File: src/rtl/pm_rate_monitor.sv
// pm_rate_monitor
//   Measures the rate and spacing of a frame-start strobe over fixed windows
//   of WINDOW_CYCLES clocks. The first strobe seen after enabling opens
//   window 0; windows then follow back to back. At the end of each window the
//   event count, the smallest and largest inter-event gap and the rate/overflow
//   flags are registered and result_valid pulses for one cycle.
//
// Ports
//   clk           rising-edge clock
//   rst           asynchronous active-high reset
//   enable        1 = monitor runs, 0 = return to IDLE (partial window dropped)
//   input_sig     frame-start strobe, one event per high cycle
//   frame_count   events in the last published window
//   min_gap       smallest gap in the last window (all-ones when none)
//   max_gap       largest gap in the last window (0 when none)
//   result_valid  one-cycle pulse when new results are published
//   rate_low      frame_count < EXPECTED_MIN
//   rate_high     frame_count > EXPECTED_MAX
//   gap_overflow  a gap saturated in the last window
//   dbg_state     current FSM state (0 IDLE, 1 WAIT_FIRST, 2 MEASURE)
//
// Handshake: result_valid is a qualifier only; there is no ready. The outputs
// change only on the cycle result_valid is high and hold otherwise.
module pm_rate_monitor #(
    parameter int WINDOW_CYCLES = 100,
    parameter int EXPECTED_MIN  = 9,
    parameter int EXPECTED_MAX  = 11,
    parameter int GAP_WIDTH     = 8,
    parameter int COUNT_WIDTH   = 8
) (
    input  logic                   clk,
    input  logic                   rst,
    input  logic                   enable,
    input  logic                   input_sig,
    output logic [COUNT_WIDTH-1:0] frame_count,
    output logic [GAP_WIDTH-1:0]   min_gap,
    output logic [GAP_WIDTH-1:0]   max_gap,
    output logic                   result_valid,
    output logic                   rate_low,
    output logic                   rate_high,
    output logic                   gap_overflow,
    output logic [1:0]             dbg_state
);

    localparam int WIN_W = (WINDOW_CYCLES > 2) ? $clog2(WINDOW_CYCLES) : 1;
    localparam logic [WIN_W-1:0]       WIN_LAST = WIN_W'(WINDOW_CYCLES - 1);
    localparam logic [GAP_WIDTH-1:0]   GAP_MAX  = '1;
    localparam logic [COUNT_WIDTH-1:0] CNT_MAX  = '1;

    typedef enum logic [1:0] {
        IDLE       = 2'd0,
        WAIT_FIRST = 2'd1,
        MEASURE    = 2'd2
    } state_t;

    state_t state_q, state_d;

    logic [WIN_W-1:0]       win_cnt_q, win_cnt_d;
    logic [COUNT_WIDTH-1:0] evt_cnt_q, evt_cnt_d;
    logic [GAP_WIDTH-1:0]   gap_cnt_q, gap_cnt_d;
    logic [GAP_WIDTH-1:0]   run_min_q, run_min_d;
    logic [GAP_WIDTH-1:0]   run_max_q, run_max_d;
    logic                   run_ovf_q, run_ovf_d;

    logic [COUNT_WIDTH-1:0] frame_count_q, frame_count_d;
    logic [GAP_WIDTH-1:0]   min_gap_q, min_gap_d;
    logic [GAP_WIDTH-1:0]   max_gap_q, max_gap_d;
    logic                   result_valid_q, result_valid_d;
    logic                   rate_low_q, rate_low_d;
    logic                   rate_high_q, rate_high_d;
    logic                   gap_overflow_q, gap_overflow_d;

    // Saturating increments. gap_inc is also the gap recorded when an event
    // lands this cycle (gap = cycles since last event = counter + 1).
    logic [GAP_WIDTH-1:0]   gap_inc;
    logic [COUNT_WIDTH-1:0] cnt_inc;

    // Window statistics with this cycle's event folded in, so an event on the
    // last window cycle is part of the published result.
    logic [COUNT_WIDTH-1:0] m_cnt;
    logic [GAP_WIDTH-1:0]   m_min;
    logic [GAP_WIDTH-1:0]   m_max;
    logic                   m_ovf;

    assign gap_inc = (gap_cnt_q == GAP_MAX) ? gap_cnt_q : gap_cnt_q + 1'b1;
    assign cnt_inc = (evt_cnt_q == CNT_MAX) ? evt_cnt_q : evt_cnt_q + 1'b1;

    always_comb begin
        state_d        = state_q;
        win_cnt_d      = win_cnt_q;
        evt_cnt_d      = evt_cnt_q;
        gap_cnt_d      = gap_cnt_q;
        run_min_d      = run_min_q;
        run_max_d      = run_max_q;
        run_ovf_d      = run_ovf_q;
        frame_count_d  = frame_count_q;
        min_gap_d      = min_gap_q;
        max_gap_d      = max_gap_q;
        result_valid_d = 1'b0;
        rate_low_d     = rate_low_q;
        rate_high_d    = rate_high_q;
        gap_overflow_d = gap_overflow_q;
        m_cnt          = evt_cnt_q;
        m_min          = run_min_q;
        m_max          = run_max_q;
        m_ovf          = run_ovf_q;

        if (!enable) begin
            // Drop any partial window; published outputs are left untouched.
            state_d   = IDLE;
            win_cnt_d = '0;
            evt_cnt_d = '0;
            gap_cnt_d = '0;
            run_min_d = GAP_MAX;
            run_max_d = '0;
            run_ovf_d = 1'b0;
        end else begin
            case (state_q)
                IDLE: begin
                    state_d = WAIT_FIRST;
                end

                WAIT_FIRST: begin
                    if (input_sig) begin
                        // This cycle is window cycle 0 and holds event #1.
                        state_d   = MEASURE;
                        win_cnt_d = WIN_W'(1);
                        evt_cnt_d = COUNT_WIDTH'(1);
                        gap_cnt_d = '0;
                        run_min_d = GAP_MAX;
                        run_max_d = '0;
                        run_ovf_d = 1'b0;
                    end
                end

                MEASURE: begin
                    if (input_sig) begin
                        m_cnt = cnt_inc;
                        if (gap_inc < run_min_q) m_min = gap_inc;
                        if (gap_inc > run_max_q) m_max = gap_inc;
                        if (gap_inc == GAP_MAX) m_ovf = 1'b1;
                        gap_cnt_d = '0;
                    end else begin
                        gap_cnt_d = gap_inc;
                    end

                    if (win_cnt_q == WIN_LAST) begin
                        frame_count_d  = m_cnt;
                        min_gap_d      = m_min;
                        max_gap_d      = m_max;
                        gap_overflow_d = m_ovf;
                        rate_low_d     = (m_cnt < COUNT_WIDTH'(EXPECTED_MIN));
                        rate_high_d    = (m_cnt > COUNT_WIDTH'(EXPECTED_MAX));
                        result_valid_d = 1'b1;
                        // Next window starts immediately. The gap counter keeps
                        // running so a boundary-spanning gap lands where it ends.
                        win_cnt_d      = '0;
                        evt_cnt_d      = '0;
                        run_min_d      = GAP_MAX;
                        run_max_d      = '0;
                        run_ovf_d      = 1'b0;
                    end else begin
                        win_cnt_d = win_cnt_q + 1'b1;
                        evt_cnt_d = m_cnt;
                        run_min_d = m_min;
                        run_max_d = m_max;
                        run_ovf_d = m_ovf;
                    end
                end

                default: begin
                    state_d = IDLE;
                end
            endcase
        end
    end

    always_ff @(posedge clk or posedge rst) begin
        if (rst) begin
            state_q        <= IDLE;
            win_cnt_q      <= '0;
            evt_cnt_q      <= '0;
            gap_cnt_q      <= '0;
            run_min_q      <= GAP_MAX;
            run_max_q      <= '0;
            run_ovf_q      <= 1'b0;
            frame_count_q  <= '0;
            min_gap_q      <= GAP_MAX;
            max_gap_q      <= '0;
            result_valid_q <= 1'b0;
            rate_low_q     <= 1'b0;
            rate_high_q    <= 1'b0;
            gap_overflow_q <= 1'b0;
        end else begin
            state_q        <= state_d;
            win_cnt_q      <= win_cnt_d;
            evt_cnt_q      <= evt_cnt_d;
            gap_cnt_q      <= gap_cnt_d;
            run_min_q      <= run_min_d;
            run_max_q      <= run_max_d;
            run_ovf_q      <= run_ovf_d;
            frame_count_q  <= frame_count_d;
            min_gap_q      <= min_gap_d;
            max_gap_q      <= max_gap_d;
            result_valid_q <= result_valid_d;
            rate_low_q     <= rate_low_d;
            rate_high_q    <= rate_high_d;
            gap_overflow_q <= gap_overflow_d;
        end
    end

    assign frame_count  = frame_count_q;
    assign min_gap      = min_gap_q;
    assign max_gap      = max_gap_q;
    assign result_valid = result_valid_q;
    assign rate_low     = rate_low_q;
    assign rate_high    = rate_high_q;
    assign gap_overflow = gap_overflow_q;
    assign dbg_state    = state_q;

endmodule
File: config.mk
export PLATFORM = sky130hd
export DESIGN_NAME = pm_rate_monitor
export DESIGN_NICKNAME = d
export VERILOG_FILES = /design/src/rtl/pm_rate_monitor.sv
export SDC_FILE = /design/constraint.sdc
export NUM_CORES = 1
export LEC_CHECK = 0
export BUFFER_PORTS_ARGS = -buffer_cell sky130_fd_sc_hd__buf_2
export CAP_MARGIN = 40
export CORE_UTILIZATION = 59
export CTS_BUF_LIST = sky130_fd_sc_hd__clkbuf_16
export DETAILED_ROUTE_END_ITERATION = 8
export PLACE_DENSITY_LB_ADDON = 0.2
export SYNTH_ARGS = -nofsm -noshare
export SYNTH_HDL_FRONTEND = slang
export SYNTH_SLANG_ARGS = --single-unit
File: constraint.sdc
create_clock -name clk -period 4.2 [get_ports clk]
set_input_delay 0.84 -clock clk [delete_from_list [all_inputs] [get_ports clk]]
set_output_delay 0.84 -clock clk [all_outputs]
set_load 0.01 [all_outputs]
==> results.py <==
metrics = {
    "run_status": {
        "status": "finished clean",
    },
    "clocking": {
        "htreeDepth": 3,
        "cts_root_buffer": "clkbuf_16",
        "cts.sinks": 70,
        "cts_tree": "built",
        "clkTransAtPathRegs_ps": 60,
        "numCtsBuffers": 9,
        "hold_buffers": 0,
        "clock_latency_ps": 340,
        "cts_setup_buffers": 0,
        "ctsResizeCount": 0,
        "cts_buffer_depth": 2,
    },
    "yosys": {
        "synthCells": 388,
        "yosysTopAreaCellShare_pct": 36.4,
        "ys_async_sr_fraction_pct": 100,
        "synth_cell_type_count": 51,
        "synthTopCellsByArea": "dfrtp_1 36%, dfstp_2 11%, ha_1 6.1%, nand2_1 5.0%, o21ai_0 4.0%",
        "synth_common_cells": "54 x dfrtp_1, 49 x nand2_1, 30 x o21ai_0",
        "syn_nets": 410,
        "synth-seq-cells": 70,
        "yosysWarningCount": 0,
        "synth_area_leader_cell": "dfrtp_1",
        "syn_area_sq_um": 3710,
        "synth_edf_count": 0,
        "dominantRegCellSynth": "dfrtp_1",
        "synth.most_common_cell": "dfrtp_1",
        "avgSynthCellArea_sq_um": 9.56,
        "synth_seq_area_share_pct": 47.7,
    },
    "floorplanning": {
        "io_pins": 34,
        "chipWidth_um": 81.3,
        "die_height_um": 81.3,
        "coreArea_sq_um": 5990,
        "dieArea_sq_um": 6610,
        "rows": 28,
        "initial_utilization_pct": 61.9,
    },
    "routing": {
        "drtAntennaViolNets": 0,
        "drt_iter0_markers": 290,
        "dr_total_vias": 3071,
        "drt_pass1_iterations": 6,
        "wl_per_cell_um": 17.1,
        "drc": 0,
        "finalWirelength_mm": 8.57,
        "routed_via_density": 6.13,
    },
    "worst_hold_path": {
        "min_path_type": "reg -> reg",
        "hp-start": "frame_count[6]$_DFFE_PP0P_",
    },
    "setup_path": {
        "reg2regPathDepth": 12,
        "cp.arrival_ps": 3920,
        "r2r-end": "run_min_q[0]$_DFFE_PP1P_",
        "worstReg2RegStart": "gap_cnt_q[0]$_DFFE_PP0P_",
        "critPathCapture": "run_min_q[0]$_DFFE_PP1P_",
        "crit_type": "reg -> reg",
        "path_cells": "ha_1 > and3_1 > and3_1 > mux2i_1 > inv_1 > ha_1 > nand2_1 > o21ai_0 > or3_1 > a211o_1 > a21oi_2 > a2bb2oi_1",
        "cpLargestDelayFamily": "compound AO/OA/AOI/OAI gates",
        "crit_path_end_kind": "register",
        "worst-path-buf-inv": 1,
        "crit_fanout": 12,
        "slowest_stage": "dfrtp_1",
        "path_depth": 12,
        "crit_start": "gap_cnt_q[0]$_DFFE_PP0P_",
        "cp-start-kind": "register",
        "slowest_delay_ps": 470,
        "r2r_setup_slack_ps": 530,
        "cp.required_ps": 4460,
    },
    "power_and_ir_drop": {
        "vdd_drop_max_v": 0.000307,
        "p_per_area_nw_per_um2": 382,
        "totalPowerFinal_w": 0.00164,
        "p_leak_nw": 2.10,
    },
    "job": {
        "maxCapViolCount": 0,
    },
    "timing": {
        "hold_viol": 0,
        "grt_setup_unrepaired": "no",
        "min_period_ps": 3670,
        "fin_worst_skew_ps": 6.01,
        "tns_ps": 0,
        "finalCritPeriodShare_pct": 87.3,
        "holdWs_ps": 469,
        "max_slew.worst_pin.slew_ps": 705,
        "clock.fmax_ghz": 0.273,
        "slew_violations": 0,
        "setup_viol": 0,
        "timing.slew.headroom_pct": 52.9,
    },
    "layout": {
        "postLayoutCoreUtil_pct": 71.8,
        "syn_to_final_growth_pct": 15.8,
        "n_fill_cell": 451,
        "layout.nets": 443,
        "multiInputGateArea_sq_um": 1760,
        "diodes": 0,
        "drive_above_1_share_pct": 18.8,
        "seq_area_sq_um": 1770,
    },
    "grt": {
        "antenna_found_initial": 0,
        "grt_pass1_wl_mm": 13.9,
        "grt_max_degree": 39,
        "grt_overflow_total": 0,
        "grt.total_usage_pct": 28.3,
        "grt_pass1_vias": 2875,
    },
    "placed_design": {
        "dp_hpwl_mm": 5.86,
        "portBuffers": 33,
        "place_congestion": 0.926,
    },
}
## area by class of cell
type	count	area share, %
sequential	70	41.2
multi-input combinational	273	40.9
timing repair buffer	40	5.53
clock buffer	9	5.24
clock inverter	7	2.62
inverter	27	2.36
tap	75	2.18
## cells in the final DEF, fill, tap and decap left out, types with 2 or more instances in the layout
master      n
a31oi_1     2
clkbuf_16   9
o31ai_1     2
dfstp_2    16
xnor2_1     5
o21ai_1     2
nand2b_1    5
nand4_1     6
a22o_1     15
o311ai_0    5
dfrtp_1    54
nand3b_1    3
mux2i_1    11
nor2_1     26
a211oi_1    4
a21oi_1    14
and3_1      7
clkinv_2    3
a2bb2oi_1   5
and2_1      4
xor2_1      3
nand2_1    49
or3_1       2
o22a_1      4
o211ai_1    2
nor4b_1     2
nor3_1      9
nor3b_1     2
inv_1      26
and4_1      2
o221a_2     2
buf_2      33
bufinv_16   3
a221o_1     3
o21ai_0    30
ha_1       18
nand3_1    14
buf_4       6
## worst min-delay path by stage
stage / to / cells after the start
after floorplan: win_cnt_q[6]$_DFFE_PP0P_ / 1
after global placement: frame_count[7]$_DFFE_PP0P_ / 2
after detailed placement: frame_count[4]$_DFFE_PP0P_ / 2
after CTS: frame_count[6]$_DFFE_PP0P_ / 2
after global routing: frame_count[7]$_DFFE_PP0P_ / 2
final: frame_count[6]$_DFFE_PP0P_ / 2
## metrics by stage
step	setup slack, ps	cell area (sq um)	instances
floorplan	1110	3710	388
global placement	712	3930	483
detailed placement	593	3960	485
CTS	570	4300	501
global route	312	4300	501
finish	534	4300	501
## state kept, by name, indices dropped and copies added, names as in the netlist, 7 cells and up
register	cells
run_min_q	8
run_max_q	8
evt_cnt_q	8
win_cnt_q	7
gap_cnt_q	8
max_gap	8
frame_count	8
min_gap	8
## worst reg2reg max path, stage by stage, from the launching register on
cell and delay (ps):
dfrtp_1 470, ha_1 330, and3_1 260, and3_1 220
mux2i_1 330, inv_1 180, ha_1 320, nand2_1 60
o21ai_0 60, or3_1 310, a211o_1 410, a21oi_2 430
a2bb2oi_1 200
## report_power, final
group	internal (W)	total (W)	switching [W]	leakage, nW
Sequential	0.000684	0.000692	0.00000800	0.918
Clock	0.000576	0.000868	0.000291	0.165
Combinational	0.0000273	0.0000813	0.0000540	1.02
Total	0.00129	0.00164	0.000353	2.10
## metal layers
metal / part of all wire, % / routed length, um / GRT usage, %
met1: 47 / 4020 / 38.6
met3: 4.8 / 411 / 6.40
met2: 46 / 3910 / 42.6
met5: 0 / 0 / 0
met4: 2.7 / 235 / 13.0
## logic make-up (layout without fill, tap and decap cells)
family,count (synthesis),in the layout,share of synthesized area (%)
AOI/OAI and AO/OA,98,98,18.2
xor gates and xnor gates,8,8,1.89
adders and majority gates,18,18,6.07
buffers and inverters,45,83,4.92
DFF,70,70,47.7
muxes,12,12,3.27
and+or+nand+nor,137,137,17.9
(Power assumes the default switching activity.)
